[config.mk]
export PLATFORM = sky130hd
export DESIGN_NAME = reset_request_gen_flat
export DESIGN_NICKNAME = d
export VERILOG_FILES = /design/src/rtl/reset_request_gen_if.sv /design/src/rtl/reset_request_gen.sv /design/src/flat_wrapper.sv
export SDC_FILE = /design/constraint.sdc
export NUM_CORES = 1
export LEC_CHECK = 0
export BUFFER_PORTS_ARGS = -buffer_cell sky130_fd_sc_hd__buf_2
export CORE_UTILIZATION = 50
export CTS_BUF_LIST = sky130_fd_sc_hd__clkbuf_2 sky130_fd_sc_hd__clkbuf_4 sky130_fd_sc_hd__clkbuf_8
export DETAILED_ROUTE_END_ITERATION = 10
export GPL_ROUTABILITY_DRIVEN = 0
export PLACE_DENSITY = 0.68
export SYNTH_ARGS = -nofsm -noshare
export SYNTH_HDL_FRONTEND = slang
export SYNTH_SLANG_ARGS = --single-unit
[constraint.sdc]
create_clock -name clk_sys -period 3.1 [get_ports clk_sys]
set_input_delay 0.465 -clock clk_sys [delete_from_list [all_inputs] [get_ports clk_sys]]
set_output_delay 0.465 -clock clk_sys [all_outputs]
set_load 0.05 [all_outputs]
[src/rtl/reset_request_gen_if.sv]
// Purpose : groups the button input and reset-request outputs of reset_request_gen.
// Latency : n/a (wires only).
// Backpr. : none; the outputs are level signals with no handshake.
// Ports   : btn_n_raw (button in, active-low), ext_reset_n (request out, active-low),
//           busy (FSM not idle), req_count (saturating count of button pulses).
interface reset_request_gen_if;
    logic       btn_n_raw;
    logic       ext_reset_n;
    logic       busy;
    logic [7:0] req_count;

    // master drives the button and observes the request (board / bench side)
    modport master (
        output btn_n_raw,
        input  ext_reset_n,
        input  busy,
        input  req_count
    );

    // slave is the generator itself
    modport slave (
        input  btn_n_raw,
        output ext_reset_n,
        output busy,
        output req_count
    );
endinterface

[src/rtl/reset_request_gen.sv]
// Purpose : power-on reset interval, then debounced push-button -> one fixed-width
//           active-low reset request pulse per validated press.
// Latency : press accepted 2+DEBOUNCE_CYCLES edges after the raw level is first sampled.
// Backpr. : none; button activity during a pulse or before a stable release is ignored.
// Ports   : clk_sys (system clock), arst (async active-high reset),
//           bus.slave (btn_n_raw in; ext_reset_n, busy, req_count out).
module reset_request_gen #(
    parameter int DEBOUNCE_CYCLES = 1_000_000,
    parameter int PULSE_CYCLES    = 16,
    parameter int POR_CYCLES      = 64
) (
    input  logic             clk_sys,
    input  logic             arst,
    reset_request_gen_if.slave bus
);

    localparam int MAX_AB = (DEBOUNCE_CYCLES > PULSE_CYCLES) ? DEBOUNCE_CYCLES : PULSE_CYCLES;
    localparam int MAX_C  = (MAX_AB > POR_CYCLES) ? MAX_AB : POR_CYCLES;
    localparam int CNT_W  = $clog2(MAX_C) + 1;

    localparam logic [CNT_W-1:0] DB_LAST  = CNT_W'(DEBOUNCE_CYCLES - 1);
    localparam logic [CNT_W-1:0] PUL_LAST = CNT_W'(PULSE_CYCLES - 1);
    localparam logic [CNT_W-1:0] POR_LAST = CNT_W'(POR_CYCLES - 1);

    localparam logic [2:0] ST_POR          = 3'd0;
    localparam logic [2:0] ST_IDLE         = 3'd1;
    localparam logic [2:0] ST_DEBOUNCE     = 3'd2;
    localparam logic [2:0] ST_ASSERT       = 3'd3;
    localparam logic [2:0] ST_WAIT_RELEASE = 3'd4;

    logic             sync1_q;
    logic             btn_s_q;
    logic [2:0]       state_q,  state_d;
    logic [CNT_W-1:0] cnt_q,    cnt_d;
    logic             ext_reset_n_q;
    logic             busy_q;
    logic [7:0]       req_count_q, req_count_d;

    // Two-flop synchronizer; resets to "released" so reset never looks like a press.
    always_ff @(posedge clk_sys or posedge arst) begin
        if (arst) begin
            sync1_q <= 1'b1;
            btn_s_q <= 1'b1;
        end else begin
            sync1_q <= bus.btn_n_raw;
            btn_s_q <= sync1_q;
        end
    end

    // Next-state logic. The single counter is cleared on every state change.
    always_comb begin
        state_d = state_q;
        cnt_d   = cnt_q + CNT_W'(1);
        unique case (state_q)
            ST_POR: begin
                if (cnt_q == POR_LAST) begin
                    state_d = ST_IDLE;
                    cnt_d   = '0;
                end
            end
            ST_IDLE: begin
                cnt_d = '0;
                if (!btn_s_q) begin
                    state_d = ST_DEBOUNCE;
                end
            end
            ST_DEBOUNCE: begin
                if (btn_s_q) begin
                    // bounce: drop back without producing a pulse
                    state_d = ST_IDLE;
                    cnt_d   = '0;
                end else if (cnt_q == DB_LAST) begin
                    state_d = ST_ASSERT;
                    cnt_d   = '0;
                end
            end
            ST_ASSERT: begin
                // button ignored here so the pulse width is fixed
                if (cnt_q == PUL_LAST) begin
                    state_d = ST_WAIT_RELEASE;
                    cnt_d   = '0;
                end
            end
            ST_WAIT_RELEASE: begin
                if (!btn_s_q) begin
                    // any low sample restarts the release count
                    cnt_d = '0;
                end else if (cnt_q == DB_LAST) begin
                    state_d = ST_IDLE;
                    cnt_d   = '0;
                end
            end
            default: begin
                state_d = ST_POR;
                cnt_d   = '0;
            end
        endcase
    end

    // Count only on the edge that enters ASSERT; hold at 255.
    always_comb begin
        req_count_d = req_count_q;
        if ((state_d == ST_ASSERT) && (state_q != ST_ASSERT) && (req_count_q != 8'hFF)) begin
            req_count_d = req_count_q + 8'd1;
        end
    end

    // Outputs are registered from the next state so they move on the same edge as the state.
    always_ff @(posedge clk_sys or posedge arst) begin
        if (arst) begin
            state_q       <= ST_POR;
            cnt_q         <= '0;
            ext_reset_n_q <= 1'b0;
            busy_q        <= 1'b1;
            req_count_q   <= 8'd0;
        end else begin
            state_q       <= state_d;
            cnt_q         <= cnt_d;
            ext_reset_n_q <= !((state_d == ST_POR) || (state_d == ST_ASSERT));
            busy_q        <= (state_d != ST_IDLE);
            req_count_q   <= req_count_d;
        end
    end

    assign bus.ext_reset_n = ext_reset_n_q;
    assign bus.busy        = busy_q;
    assign bus.req_count   = req_count_q;

endmodule

[src/flat_wrapper.sv]
// flat-port wrapper written by rule: the top's interface ports become plain ports
module reset_request_gen_flat 
#(
    parameter int DEBOUNCE_CYCLES = 1_000_000,
    parameter int PULSE_CYCLES    = 16,
    parameter int POR_CYCLES      = 64
)
  (clk_sys, arst, bus_btn_n_raw, bus_ext_reset_n, bus_busy, bus_req_count);
  reset_request_gen_if bus_i ();
  input  logic clk_sys;
  input  logic arst;
  input wire logic [$bits(bus_i.btn_n_raw)-1:0] bus_btn_n_raw;
  output wire logic [$bits(bus_i.ext_reset_n)-1:0] bus_ext_reset_n;
  output wire logic [$bits(bus_i.busy)-1:0] bus_busy;
  output wire logic [$bits(bus_i.req_count)-1:0] bus_req_count;
  assign bus_i.btn_n_raw = bus_btn_n_raw;
  assign bus_ext_reset_n = bus_i.ext_reset_n;
  assign bus_busy = bus_i.busy;
  assign bus_req_count = bus_i.req_count;
  reset_request_gen #(.DEBOUNCE_CYCLES(DEBOUNCE_CYCLES), .PULSE_CYCLES(PULSE_CYCLES), .POR_CYCLES(POR_CYCLES)) u_core (.clk_sys(clk_sys), .arst(arst), .bus(bus_i));
endmodule
== Word-level counts from Yosys, hierarchy flattened ==
Index checks and enable logic that the tools add are counted.

* Add/sub/neg operators: 2
* Equality and inequality tests: 11
* Mux-type cells: 14
* Reduce and logical (&&, ||, !) cells: 6

{| class="wikitable"
|+ Operators by type and width
! operator !! count
|-
| 2-to-1 mux 21 bit || 5
|-
| one-hot mux 21 bit (4 select lines) || 1
|-
| adder 21 x 1 -> 21 bit, second input constant || 1
|-
| equality test 21 x 20 -> 1 bit, second input constant || 1
|-
| equality test 21 x 4 -> 1 bit, second input constant || 1
|-
| equality test 21 x 6 -> 1 bit, second input constant || 1
|-
| 2-to-1 mux 3 bit || 7
|-
| one-hot mux 3 bit (5 select lines) || 1
|-
| equality test 3 x 2 -> 1 bit, second input constant || 3
|-
| adder 8 x 1 -> 8 bit, second input constant || 1
|-
| != test 8 bit, second input constant || 1
|-
| logical NOT 3 bit || 2
|-
| equality test 3 x 1 -> 1 bit, second input constant || 1
|-
| equality test 3 bit, second input constant || 1
|-
| != test 3 x 1 -> 1 bit, second input constant || 1
|-
| != test 3 x 2 -> 1 bit, second input constant || 1
|-
| logical AND 1 bit || 2
|-
| logical NOT 1 bit || 1
|-
| logical OR 1 bit || 1
|}

* Flip-flop bits (word level): 36
* Input bits: 3
* Output and inout bits: 10

== Depth between registers and ports, before layout ==
Gate-level depths: netlist (run 1).

* Depth after elaboration: 7
* Depth in mapped cells: 8

== Worst setup path before layout (run 1) ==
OpenSTA, ideal clock, no wires.

* Path kind: reg-to-reg
* From: register u_core.cnt_q[12]
* To: register u_core.cnt_q[12]
* Library setup time: 0.119 ns
* Arrival: 1.977 ns
* Path slack: 1.004 ns
* Stages on the path, launching flop included: 7
* Period minus slack after synthesis: 2.096 ns
* Cell sequence: dfrtp_1 or4_4 or4_4 o21bai_2 o211a_4 buf_12 nor2_1

* Word-level cells in the longest chain between the ends: 4

{| class="wikitable"
|+ Ends and longest elaborated chain
! what !! line !! source
|-
| start, declared || reset_request_gen.sv:34 || <nowiki>logic [CNT_W-1:0] cnt_q, cnt_d;</nowiki>
|-
| start signal, assigned || reset_request_gen.sv:118 || <nowiki>cnt_q <= cnt_d;</nowiki>
|-
| adder 21 x 1 -> 21 bit or equality test 21 x 20 -> 1 bit (tied branches) || reset_request_gen.sv:53, reset_request_gen.sv:72, reset_request_gen.sv:88 ||
|-
| 2-to-1 mux 21 bit || reset_request_gen.sv:72, reset_request_gen.sv:88 ||
|-
| 2-to-1 mux 21 bit (on tied branches) || reset_request_gen.sv:85, reset_request_gen.sv:68 ||
|-
| one-hot mux 21 bit (4 select lines) * || reset_request_gen.sv:54 || <nowiki>unique case (state_q)</nowiki>
|-
| via u_core.cnt_d[12] || reset_request_gen.sv:34 ||
|}

The timed path passes the listed nets; every way through them passes the cells marked *.
A chain may end at the register's enable or synchronous reset.

== Final worst setup path (run 1) ==
* From: register u_core.cnt_q[0]
* To: register u_core.req_count_q[7] (netlist: u_core.bus.req_count[7])

* Word-level cells in the longest chain between the ends: 7

{| class="wikitable"
|+ Ends and longest elaborated chain
! what !! line !! source
|-
| equality test 21 x 20 -> 1 bit || reset_request_gen.sv:72, reset_request_gen.sv:88 ||
|-
| 2-to-1 mux 3 bit (on tied branches) || reset_request_gen.sv:88, reset_request_gen.sv:72 ||
|-
| 2-to-1 mux 3 bit (on tied branches) || reset_request_gen.sv:85, reset_request_gen.sv:68 ||
|-
| one-hot mux 3 bit (5 select lines) * || reset_request_gen.sv:54 ||
|-
| equality test 3 x 2 -> 1 bit * || reset_request_gen.sv:103 || <nowiki>if ((state_d == ST_ASSERT) && (state_q != ST_ASSERT) && (req_count_q != 8'hFF)) begin</nowiki>
|-
| logical AND 1 bit * (2 in series) || reset_request_gen.sv:103 ||
|-
| end signal, assigned || reset_request_gen.sv:121 || <nowiki>req_count_q <= req_count_d;</nowiki>
|-
| end, declared || reset_request_gen.sv:37 || <nowiki>logic [7:0] req_count_q, req_count_d;</nowiki>
|}

Mark *: on every way between the ends. The rest lies on a longest branch, timed or not.

==> results of run 1 <==
==> worst max-delay path by stage <==
stage	start	end	slack (ns)	depth (start not counted)
after floorplan	u_core.cnt_q[12]	u_core.cnt_q[12]	1.00	6
after global placement	u_core.cnt_q[7]	u_core.bus.req_count[7]	0.73	5
after detailed placement	u_core.cnt_q[0]	u_core.bus.req_count[7]	0.63	6
after CTS	u_core.cnt_q[0]	u_core.bus.req_count[7]	0.62	6
after global routing	u_core.cnt_q[0]	u_core.bus.req_count[7]	0.41	6
final	u_core.cnt_q[0]	u_core.bus.req_count[7]	0.62	6
==> synth_stat cells (4+ instances only) <==
master,instances
clkbuf_1,4
nor2_2,8
nand4_1,11
nor4_1,6
nand2_1,15
nor2_1,19
nand3_1,10
xnor2_1,12
xor2_1,13
nor3_1,6
inv_1,5
dfrtp_1,33
and3_1,6
==> metrics by stage <==
step           power [W]  instance area (sq um)
2_1_floorplan   0.000489                   1890
3_3_place_gp    0.000493                   1970
3_5_place_dp    0.000494                   1970
4_1_cts         0.000845                   2060
5_1_grt         0.000865                   2060
6_report        0.000833                   2060
==> layer usage <==
| metal | vias to the layer above | track usage | part of all wire |
|---|---|---|---|
| li1 | 685 | - | - |
| met1 | 691 | 0.227 | 0.46 |
| met2 | 21 | 0.350 | 0.50 |
| met3 | 6 | 0.0435 | 0.025 |
| met4 | 0 | 0.0852 | 0.013 |
| met5 | - | 0 | 0 |
==> cells by family after synthesis <==
group	count (synthesis)
muxes	3
DFF	36
xor gates and xnor gates	25
adders and majority gates	2
AOI/OAI and AO/OA	13
and+or+nand+nor	99
buffers and inverters	12
==> cell usage in the layout (no fill, tap or decap), types with 3 or more instances in the layout <==
master	n
dfrtp_1	33
nor2_1	19
nand2_1	15
xor2_1	13
xnor2_1	12
buf_2	12
nand4_1	11
nand3_1	10
nor2_2	8
clkbuf_8	7
and3_1	6
nor4_1	6
nor3_1	6
inv_1	5
nand2b_1	3
and2_1	3
a21oi_1	3
o21ai_0	3
dfstp_2	3
==> power by group through the flow <==
stage | clock network (W) | logic [W] | registers (W)
detailed placement | 0 | 0.0000125 | 0.000482
floorplan | 0 | 0.00000741 | 0.000481
global route | 0.000378 | 0.0000141 | 0.000473
CTS | 0.000360 | 0.0000125 | 0.000473
global placement | 0 | 0.0000118 | 0.000482
finish | 0.000348 | 0.0000115 | 0.000473
==> cell type report <==
type                       instances  area (sq um)
tap                               46          57.6
timing repair buffer              13          67.6
clock buffer                       7          96.3
inverter                           5          18.8
multi-input combinational        142           918
sequential                        36           905
fill                             318          1410
==> registers in the layout, summed over array words and instances (netlist names) <==
signal	cells
u_core.cnt_q	21
u_core.btn_s_q	1
u_core.bus.ext_reset_n	1
u_core.state_q	3
u_core.sync1_q	1
u_core.bus.busy	1
u_core.bus.req_count	8
==> worst min-delay path, delay by kind of cell <==
family / cells / cell delay (ns)
buffers and inverters: 3 / 0.52
==> key figures, run 1 <==
Global route
  – First-pass GRT wire length: around 6200 um
  – All-Layer GR Usage: 0.198
  – Vias in the first global route: 1,490
  – Initial antenna violation count: 0
  – Remaining global-route overflow: 0
  – Largest net degree at the start of global routing: 37

Cells and area
  – Layout area overhead: 8.99%
  – Final core utilization: 0.595
  – Share of cells above drive strength 1: 0.197
  – Antenna cells: 0
  – Nets: 208
  – Layout Cells excl Fill: 249

Yosys
  – EDFF count, synth: 0
  – Mux contribution to synthesized area: 0.0178
  – Synth area leaders: dfrtp_1 (44%), xor2_1 (6.0%), xnor2_1 (5.6%)
  – Cell variety after synth: 39
  – Largest family of logic cells by synthesized area: simple AND/OR/NAND/NOR gates
  – Ys flop type: dfrtp_1
  – Yosys Warn Count: 0
  – Compound-Gate Fraction of Synth Area: 0.0509
  – Register area share after synthesis: 0.478
  – Yosys reg bits: 36
  – Syn avg cell area: 9.96 sq um
  – Cell count after synthesis: 190
  – Post-Synth XOR/XNOR Area: 0.116
  – Synth top area share: 0.436
  – Async set or reset register ratio after synthesis: 1.00
  – Post-Syn Area: 0.00189 sq mm
  – Post-synthesis net count: 195
  – Adder-cell share of the synthesized area: 0.0132
  – Post-Synth Simple-Gate Area: 0.288
  – Synth area leader: dfrtp_1

Run status
  – Status: finished clean

CTS
  – Clock-pin slew on the worst setup and hold paths: 0.07 ns
  – Worst-Skew Late Latency: between 0.2 and 0.3 ns
  – Hold-fix buffers at CTS: 0
  – Post-CTS Resized: 0
  – Clk buf depth: 2
  – Clk sink count: 36
  – CTS root buf: clkbuf_8
  – CTS buffer count: 5
  – Post-CTS Setup Bufs: 0
  – H-tree levels: 2
  – CTS tree: done

Power and ir drop
  – Switching share of power: 0.193
  – Comb power frac: 0.014
  – Net Sw Power: 0.000161 W
  – Max VDD drop: 0.000239 V
  – Share of power burned in registers: 0.568
  – Internal: 0.000672 W
  – Clock Power Share: 0.418
  – Leak: around 0.9 nW
  – P per Cell Area: between 400 and 500 mW/mm^2

STA
  – Endpoints failing setup: 0
  – Final Hold Viols: 0
  – RSZ-0062 raised after global routing: no
  – Clock skew: between 0.003 and 0.004 ns
  – Max frequency: 403 MHz
  – Hold Worst Slack: 0.279 ns
  – Slew Viols, Final: 0
  – Crit share post-route: 0.800
  – Worst Tran Pin Value: 0.774 ns
  – Setup ws final: between 0.6 and 0.7 ns
  – Fin crit period: 2.48 ns
  – Setup TNS: 0 ns
  – Slew HR: 0.479

Detailed routing
  – WL final: ~3500 um
  – DR pass1 iterations: 4
  – Detailed-route via count: about 1,400
  – Iteration-0 DRC count of the detailed router: 83
  – Drt drc: 0
  – Routed Antenna Nets: 0
  – WL per Instance: approximately 14 um
  – Vias per inst: 5.63

Setup path
  – Worst Setup End Kind: register
  – Crit path top cell by count: nand4_1
  – R2r startpoint: u_core.cnt_q[0]
  – Crit path required time: 3.25 ns
  – Worst setup SP type: register
  – CP Cell Sequence: ha_1, nor2b_1, nand4_1, nor4_1, nand4_1, mux2_1
  – Reg-to-Reg End: u_core.bus.req_count[7]
  – CP max-delay cell: dfrtp_1
  – Max FO, Critical Path: 8
  – CP peak stage delay: roughly 0.47 ns
  – Crit Path Class: reg2reg
  – CP arrival: 2.63 ns
  – Worst path bufs/invs: 0
  – Reg2Reg Depth: 6
  – R2r setup slk: 0.62 ns
  – CP top delay family: simple AND/OR/NAND/NOR gates

Hold path
  – Hold WC Path Type: in2async

Floorplan
  – Core area: 0.00347 sq mm
  – Starting Density: 0.546
  – Die width: 63.5 um
  – Num ports: 13
  – DIE AREA: between 0.004 and 0.005 sq mm
  – Die Ht: between 60 and 70 um
  – # rows: 21

Placed design
  – DP Cell Count: 242
  – Port Buffer Count: 12
  – Worst slack, placed: ~0.63 ns
  – Post-DP HPWL: around 2500 um

Run
  – MaxCap Viol Count: 0
Power figures use the tool's default switching activity.
==> inputs of run 2 (changes only) <==
--- a/config.mk
+++ b/config.mk
@@ -10,7 +10,7 @@
 export CTS_BUF_LIST = sky130_fd_sc_hd__clkbuf_2 sky130_fd_sc_hd__clkbuf_4 sky130_fd_sc_hd__clkbuf_8
 export DETAILED_ROUTE_END_ITERATION = 10
 export GPL_ROUTABILITY_DRIVEN = 0
-export PLACE_DENSITY = 0.68
+export PLACE_DENSITY = 0.71
 export SYNTH_ARGS = -nofsm -noshare
 export SYNTH_HDL_FRONTEND = slang
 export SYNTH_SLANG_ARGS = --single-unit
==> constraint.sdc (replaced) <==
create_clock -name clk_sys -period 2.26 [get_ports clk_sys]
set_input_delay 0.339 -clock clk_sys [delete_from_list [all_inputs] [get_ports clk_sys]]
set_output_delay 0.339 -clock clk_sys [all_outputs]
set_load 0.05 [all_outputs]
==> run 2 against run 1 <==
  * Non-clock buffer count grew 13
  * Sequential cell count is the same
  * Global-route usage is 3.1 points higher
  * Clock-buffer cell count increased by 1
  * Sequential power up 37%
  * Hold slack got worse by 0.14 ns
  * First-iteration DRC count rose by 1.2%
  * Wire length rose by 26%
  * Combinational power is 42% higher
  * Highest routed layer unchanged
==> key figures, run 2 (same netlist as run 1, synthesis figures left out) <==
CTS
  – CTS tree: done (unchanged)
  – CTS root buf: clkbuf_8 (unchanged)
  – Post-CTS Setup Bufs: 0 (unchanged)
  – H-tree levels: 2 (unchanged)
  – Worst-Skew Late Latency: 0.29 ns (was 0.28 ns)
  – Hold-fix buffers at CTS: 0 (unchanged)
  – CTS buffer count: 5 (unchanged)
  – Clock-pin slew on the worst setup and hold paths: 0.07 ns (about the same)
  – Clk buf depth: 2 (unchanged)
  – Clk sink count: 36 (unchanged)

Setup path
  – CP arrival: 2.44 ns (was 2.63 ns)
  – Max FO, Critical Path: 4 (was 8)
  – CP peak stage delay: 0.55 ns (was 0.47 ns)
  – Crit Path Class: reg2reg (unchanged)
  – Worst setup SP type: register (unchanged)
  – CP Cell Sequence: or4_4, or4_4, o21bai_4, buf_4, nand3_1, a31oi_2 (was ha_1, nor2b_1, nand4_1, nor4_1, nand4_1, mux2_1)
  – Crit path top cell by count: or4_4 (was nand4_1)
  – CP max-delay cell: or4_4 (was dfrtp_1)
  – Worst Setup End Kind: register (unchanged)
  – Crit path required time: 2.47 ns (was 3.25 ns)

Floorplan
  – # rows: 21 (unchanged)
  – Die Ht: 63.5 um (unchanged)
  – Starting Density: 0.546 (unchanged)
  – Core area: 0.00347 sq mm (unchanged)
  – Die width: 63.5 um (unchanged)
  – DIE AREA: 0.00404 sq mm (unchanged)
  – Num ports: 13 (unchanged)

Power and ir drop
  – Switching share of power: 0.200 (was 0.193)
  – Internal: 0.000923 W (was 0.000672 W)
  – Net Sw Power: 0.000230 W (was 0.000161 W)
  – Clock Power Share: 0.423 (was 0.418)
  – Max VDD drop: 0.000357 V (was 0.000239 V)
  – Comb power frac: 0.014 (about the same)
  – P per Cell Area: 518 mW/mm^2 (was 404 mW/mm^2)
  – Leak: 0.991 nW (was 0.910 nW)
  – Share of power burned in registers: 0.563 (was 0.568)

STA
  – Fin crit period: 2.24 ns (was 2.48 ns)
  – Crit share post-route: 0.990 (was 0.800)
  – Max frequency: 447 MHz (was 403 MHz)
  – Slew Viols, Final: 0 (unchanged)
  – RSZ-0062 raised after global routing: yes (was no)
  – Endpoints failing setup: 0 (unchanged)
  – Final Hold Viols: 0 (unchanged)
  – Slew HR: 0.697 (was 0.479)
  – Worst Tran Pin Value: 0.455 ns (was 0.774 ns)
  – Clock skew: 0.00471 ns (was 0.00322 ns)

Cells and area
  – Nets: 223 (was 208)
  – Layout Cells excl Fill: 265 (was 249)
  – Multi-input logic area: 981 sq um (was 918 sq um)
  – Max FFs per register: 21 (unchanged)
  – Layout area overhead: 17.5% (was 8.99%)
  – Antenna cells: 0 (unchanged)
  – Final core utilization: 0.641 (was 0.595)
  – Commonest cells after routing, fill and taps aside: dfrtp_1 (33), nor2_1 (19), nand2_1 (15) (unchanged)
  – Commonest non-fill, non-tap cell in the layout: dfrtp_1 (unchanged)
  – Share of cells above drive strength 1: 0.274 (was 0.197)
  – Register area: 905 sq um (unchanged)
  – Largest Register: u_core.cnt_q (unchanged)
  – Fill count: 298 (was 318)

Placed design
  – Post-DP HPWL: 2860 um (was 2480 um)
  – Port Buffer Count: 12 (unchanged)
  – DP Cell Count: 255 (was 242)

Detailed routing
  – DR pass1 iterations: 4 (unchanged)
  – Detailed-route via count: 1,595 (was 1,403)
  – WL per Instance: 16.7 um (was 14.1 um)
  – Routed Antenna Nets: 0 (unchanged)
  – Vias per inst: 6.02 (was 5.63)
  – WL final: 4420 um (was 3500 um)
  – Iteration-0 DRC count of the detailed router: 84 (was 83)
  – Drt drc: 0 (unchanged)

Run
  – MaxCap Viol Count: 0 (unchanged)

Run status
  – Status: finished clean (unchanged)

Hold path
  – Hold WC Path Type: in2async (unchanged)

Global route
  – Largest net degree at the start of global routing: 37 (unchanged)
  – Remaining global-route overflow: 0 (unchanged)
  – First-pass GRT wire length: 7060 um (was 6240 um)
  – Vias in the first global route: 1,592 (was 1,490)
  – Initial antenna violation count: 0 (unchanged)
  – All-Layer GR Usage: 0.229 (was 0.198)
-- run 2: critical path, delay by kind of cell, from the launching register on --
kind                   cells  cell delay [ns]
AO/OA/AOI/OAI              2             0.39
buffers and inverters      1             0.17
flip-flops                 1             0.42
AND/OR/NAND/NOR            3             1.18
-- run 2: per-layer routing --
metal	up-vias	GRT usage	share of wire
met2	48	0.392	0.54
li1	724	-	-
met5	-	0	0
met1	808	0.249	0.38
met3	15	0.0616	0.040
met4	0	0.142	0.033
-- run 2: worst paths after layout --
kind / from / endpoint / slack, ns / cells after the start
max: u_core.cnt_q[11] / u_core.bus.ext_reset_n / 0.02 / 6
min: arst / u_core.bus.req_count[3] / 0.14 / 3
max reg2reg: u_core.cnt_q[11] / u_core.bus.ext_reset_n / 0.02 / 6
min reg2reg: u_core.sync1_q / u_core.btn_s_q / 0.36 / 0
max in group asynchronous: arst / u_core.btn_s_q / 1.77 / 3
min in group clk_sys: bus_btn_n_raw / u_core.sync1_q / 0.14 / 1
-- run 2: cell type report --
cell class	count	share of cell area
flip-flops and latches	36	0.407
multi-input cells	144	0.441
clock buffers	8	0.0439
inverters	5	0.00844
repair buffers	26	0.0742
well taps	46	0.0259
-- run 2: what timing repair did --
action                                  CTS  global route
gates resized for setup                   1             8
endpoints found under the setup margin    1            21
cloned                                    0             2
pin swaps                                 0             1
-- run 2: stage by stage --
step / power [W] / worst slack [ns] / hold slack (ns) / instance area (sq um) / setup TNS [ns]
4_1_cts: 0.00117 / 0.0388 / 0.136 / 2170 / 0
3_3_place_gp: 0.000677 / 0.0881 / 0.345 / 2060 / 0
5_1_grt: 0.00119 / -0.0335 / 0.128 / 2220 / -0.262
2_1_floorplan: 0.000670 / 0.164 / 0.343 / 1890 / 0
6_report: 0.00115 / 0.0232 / 0.143 / 2220 / 0
3_5_place_dp: 0.000677 / 0.00301 / 0.349 / 2060 / 0
-- run 2: power groups by stage --
stage | registers (W) | logic [W] | clock network, W
floorplan | 0.000660 | 0.0000102 | 0
global placement | 0.000660 | 0.0000163 | 0
detailed placement | 0.000661 | 0.0000167 | 0
CTS | 0.000649 | 0.0000170 | 0.000503
global route | 0.000648 | 0.0000194 | 0.000527
finish | 0.000649 | 0.0000163 | 0.000488
==> inputs of run 3 (changes only) <==
--- a/config.mk
+++ b/config.mk
@@ -6,11 +6,13 @@
 export NUM_CORES = 1
 export LEC_CHECK = 0
 export BUFFER_PORTS_ARGS = -buffer_cell sky130_fd_sc_hd__buf_2
+export CORE_MARGIN = 3
 export CORE_UTILIZATION = 50
 export CTS_BUF_LIST = sky130_fd_sc_hd__clkbuf_2 sky130_fd_sc_hd__clkbuf_4 sky130_fd_sc_hd__clkbuf_8
 export DETAILED_ROUTE_END_ITERATION = 10
 export GPL_ROUTABILITY_DRIVEN = 0
 export PLACE_DENSITY = 0.71
+export SLEW_MARGIN = 20
 export SYNTH_ARGS = -nofsm -noshare
 export SYNTH_HDL_FRONTEND = slang
 export SYNTH_SLANG_ARGS = --single-unit
==> run 3 against run 2 <==
  * Wire length is 13% lower
  * Register-to-register slack better by 0.05 ns
  * Setup slack better by 0.048 ns
  * Die area is 13% higher
  * Global-route usage is 3.5 points lower
  * Critical endpoint is now u_core.cnt_q[10]
  * Largest cell class unchanged
  * Highest routed layer unchanged
==> key figures, run 3 (same netlist as run 1, synthesis figures left out) <==
Run status
  – Status: finished clean (unchanged)

CTS
  – CTS root buf: clkbuf_8 (unchanged)
  – Hold-fix buffers at CTS: 0 (unchanged)
  – CTS tree: done (unchanged)
  – Worst-Skew Late Latency: 0.29 ns (about the same)
  – Clk buf depth: 2 (unchanged)
  – Clock-pin slew on the worst setup and hold paths: 0.07 ns (about the same)
  – CTS buffer count: 5 (unchanged)
  – H-tree levels: 2 (unchanged)
  – Clk sink count: 36 (unchanged)

Detailed routing
  – Routed Antenna Nets: 0 (unchanged)
  – WL per Instance: 14.7 um (was 16.7 um)
  – Iteration-0 DRC count of the detailed router: 97 (was 84)
  – Detailed-route via count: 1,484 (was 1,595)
  – Drt drc: 0 (unchanged)
  – Vias per inst: 5.66 (was 6.02)
  – DR pass1 iterations: 4 (unchanged)
  – WL final: 3850 um (was 4420 um)

Power and ir drop
  – P per Cell Area: 521 mW/mm^2 (was 518 mW/mm^2)
  – Max VDD drop: 0.000407 V (was 0.000357 V)
  – Net Sw Power: 0.000235 W (was 0.000230 W)
  – Internal: 0.000893 W (was 0.000923 W)
  – Switching share of power: 0.208 (was 0.200)
  – Share of power burned in registers: 0.575 (was 0.563)
  – Comb power frac: 0.014 (about the same)
  – Leak: 0.969 nW (was 0.991 nW)
  – Clock Power Share: 0.411 (was 0.423)

Setup path
  – CP Cell Sequence: or4_4, nand2b_1, o21ai_1, o211a_4, nor2_1 (was or4_4, or4_4, o21bai_4, buf_4, nand3_1, a31oi_2)
  – CP max-delay cell: or4_4 (unchanged)
  – Worst setup SP type: register (unchanged)
  – Crit Path Class: reg2reg (unchanged)
  – Max FO, Critical Path: 10 (was 4)
  – CP top delay family: simple AND/OR/NAND/NOR gates (unchanged)
  – CP arrival: 2.36 ns (was 2.44 ns)
  – CP peak stage delay: 0.55 ns (about the same)
  – Cell count along the critical path: 5 (was 6)
  – Worst Setup End Kind: register (unchanged)
  – Reg2Reg Depth: 5 (was 6)
  – Crit path required time: 2.43 ns (was 2.47 ns)
  – Worst path bufs/invs: 0 (was 1)

Global route
  – All-Layer GR Usage: 0.195 (was 0.229)
  – Largest net degree at the start of global routing: 37 (unchanged)
  – Vias in the first global route: 1,510 (was 1,592)
  – Remaining global-route overflow: 0 (unchanged)
  – Initial antenna violation count: 0 (unchanged)
  – First-pass GRT wire length: 6670 um (was 7060 um)

STA
  – Slew HR: 0.703 (was 0.697)
  – Fin crit period: 2.19 ns (was 2.24 ns)
  – Max frequency: 457 MHz (was 447 MHz)
  – Clock skew: 0.00514 ns (was 0.00471 ns)
  – Hold Worst Slack: 0.134 ns (was 0.143 ns)
  – RSZ-0062 raised after global routing: no (was yes)
  – Slew Viols, Final: 0 (unchanged)
  – Final Hold Viols: 0 (unchanged)
  – Worst Tran Pin Value: 0.445 ns (was 0.455 ns)
  – Endpoints failing setup: 0 (unchanged)
  – Crit share post-route: 0.968 (was 0.990)
  – Setup TNS: 0 ns (unchanged)

Floorplan
  – Die Ht: 67.5 um (was 63.5 um)
  – DIE AREA: 0.00456 sq mm (was 0.00404 sq mm)
  – Die width: 67.5 um (was 63.5 um)
  – # rows: 21 (unchanged)
  – Core area: 0.00349 sq mm (was 0.00347 sq mm)
  – Num ports: 13 (unchanged)
  – Starting Density: 0.542 (was 0.546)

Run
  – MaxCap Viol Count: 0 (unchanged)

Cells and area
  – Largest Register: u_core.cnt_q (unchanged)
  – Nets: 220 (was 223)
  – Layout area overhead: 14.4% (was 17.5%)
  – Antenna cells: 0 (unchanged)
  – Fin area: 0.00217 sq mm (was 0.00222 sq mm)
  – Commonest cells after routing, fill and taps aside: dfrtp_1 (33), nor2_1 (19), nand2_1 (15) (unchanged)
  – Share of cells above drive strength 1: 0.250 (was 0.274)
  – Max FFs per register: 21 (unchanged)
  – Commonest non-fill, non-tap cell in the layout: dfrtp_1 (unchanged)

Placed design
  – Port Buffer Count: 12 (unchanged)
  – Placed cell area: 0.00205 sq mm (was 0.00206 sq mm)
  – Post-DP HPWL: 2650 um (was 2860 um)

Hold path
  – Hold WC Path Type: in2async (unchanged)
==> run 3: worst reg2reg max path: stages, from the launching register on <==
cell,delay (ns)
dfrtp_1,0.41
or4_4,0.55
nand2b_1,0.28
o21ai_1,0.41
o211a_4,0.35
nor2_1,0.07
==> run 3: path summary, 6_finish.rpt <==
check	from	end	slack (ns)
max	u_core.cnt_q[11]	u_core.cnt_q[10]	0.07
min	arst	u_core.bus.req_count[2]	0.13
max reg2reg	u_core.cnt_q[11]	u_core.cnt_q[10]	0.07
min reg2reg	u_core.sync1_q	u_core.btn_s_q	0.36
max in group asynchronous	arst	u_core.sync1_q	1.77
min in group clk_sys	bus_btn_n_raw	u_core.sync1_q	0.15
==> run 3: layer usage <==
layer  global-route usage  vias up  routed length (um)
met5                    0        -                   0
met2                0.313       28                1930
met3               0.0632        5                 134
met4               0.0633        0                  42
li1                     -      714                   -
met1                0.246      737                1740
==> run 3: timing repair <==
action                                  in CTS  in global routing
setup buffers                                0                  0
endpoints found under the setup margin       0                 18
gates resized for setup                      0                  4
==> run 3: area by class of cell <==
class	instances	area, sq um
tap	46	57.6
fill	287	1330
timing repair buffer	24	150
clock inverter	2	10.0
clock buffer	6	82.6
multi-input combinational	143	942
inverter	5	18.8
sequential	36	905
==> run 3: stage by stage <==
| step | utilization | setup WS [ns] | cells | total power, W |
|---|---|---|---|---|
| after detailed placement | 0.586 | 0.0756 | 253 | 0.000678 |
| after floorplan | - | 0.164 | 190 | 0.000670 |
| after global routing | 0.620 | 0.00140 | 262 | 0.00117 |
| after CTS | 0.613 | 0.0567 | 261 | 0.00114 |
| after global placement | 0.586 | 0.122 | 253 | 0.000677 |
| final | 0.620 | 0.0713 | 262 | 0.00113 |
==> run 3: power groups by stage <==
stage | Combinational (W) | Sequential, W | Clock (W)
floorplan | 0.0000102 | 0.000660 | 0
global placement | 0.0000161 | 0.000661 | 0
detailed placement | 0.0000168 | 0.000661 | 0
CTS | 0.0000169 | 0.000649 | 0.000473
global route | 0.0000189 | 0.000648 | 0.000507
finish | 0.0000156 | 0.000649 | 0.000464
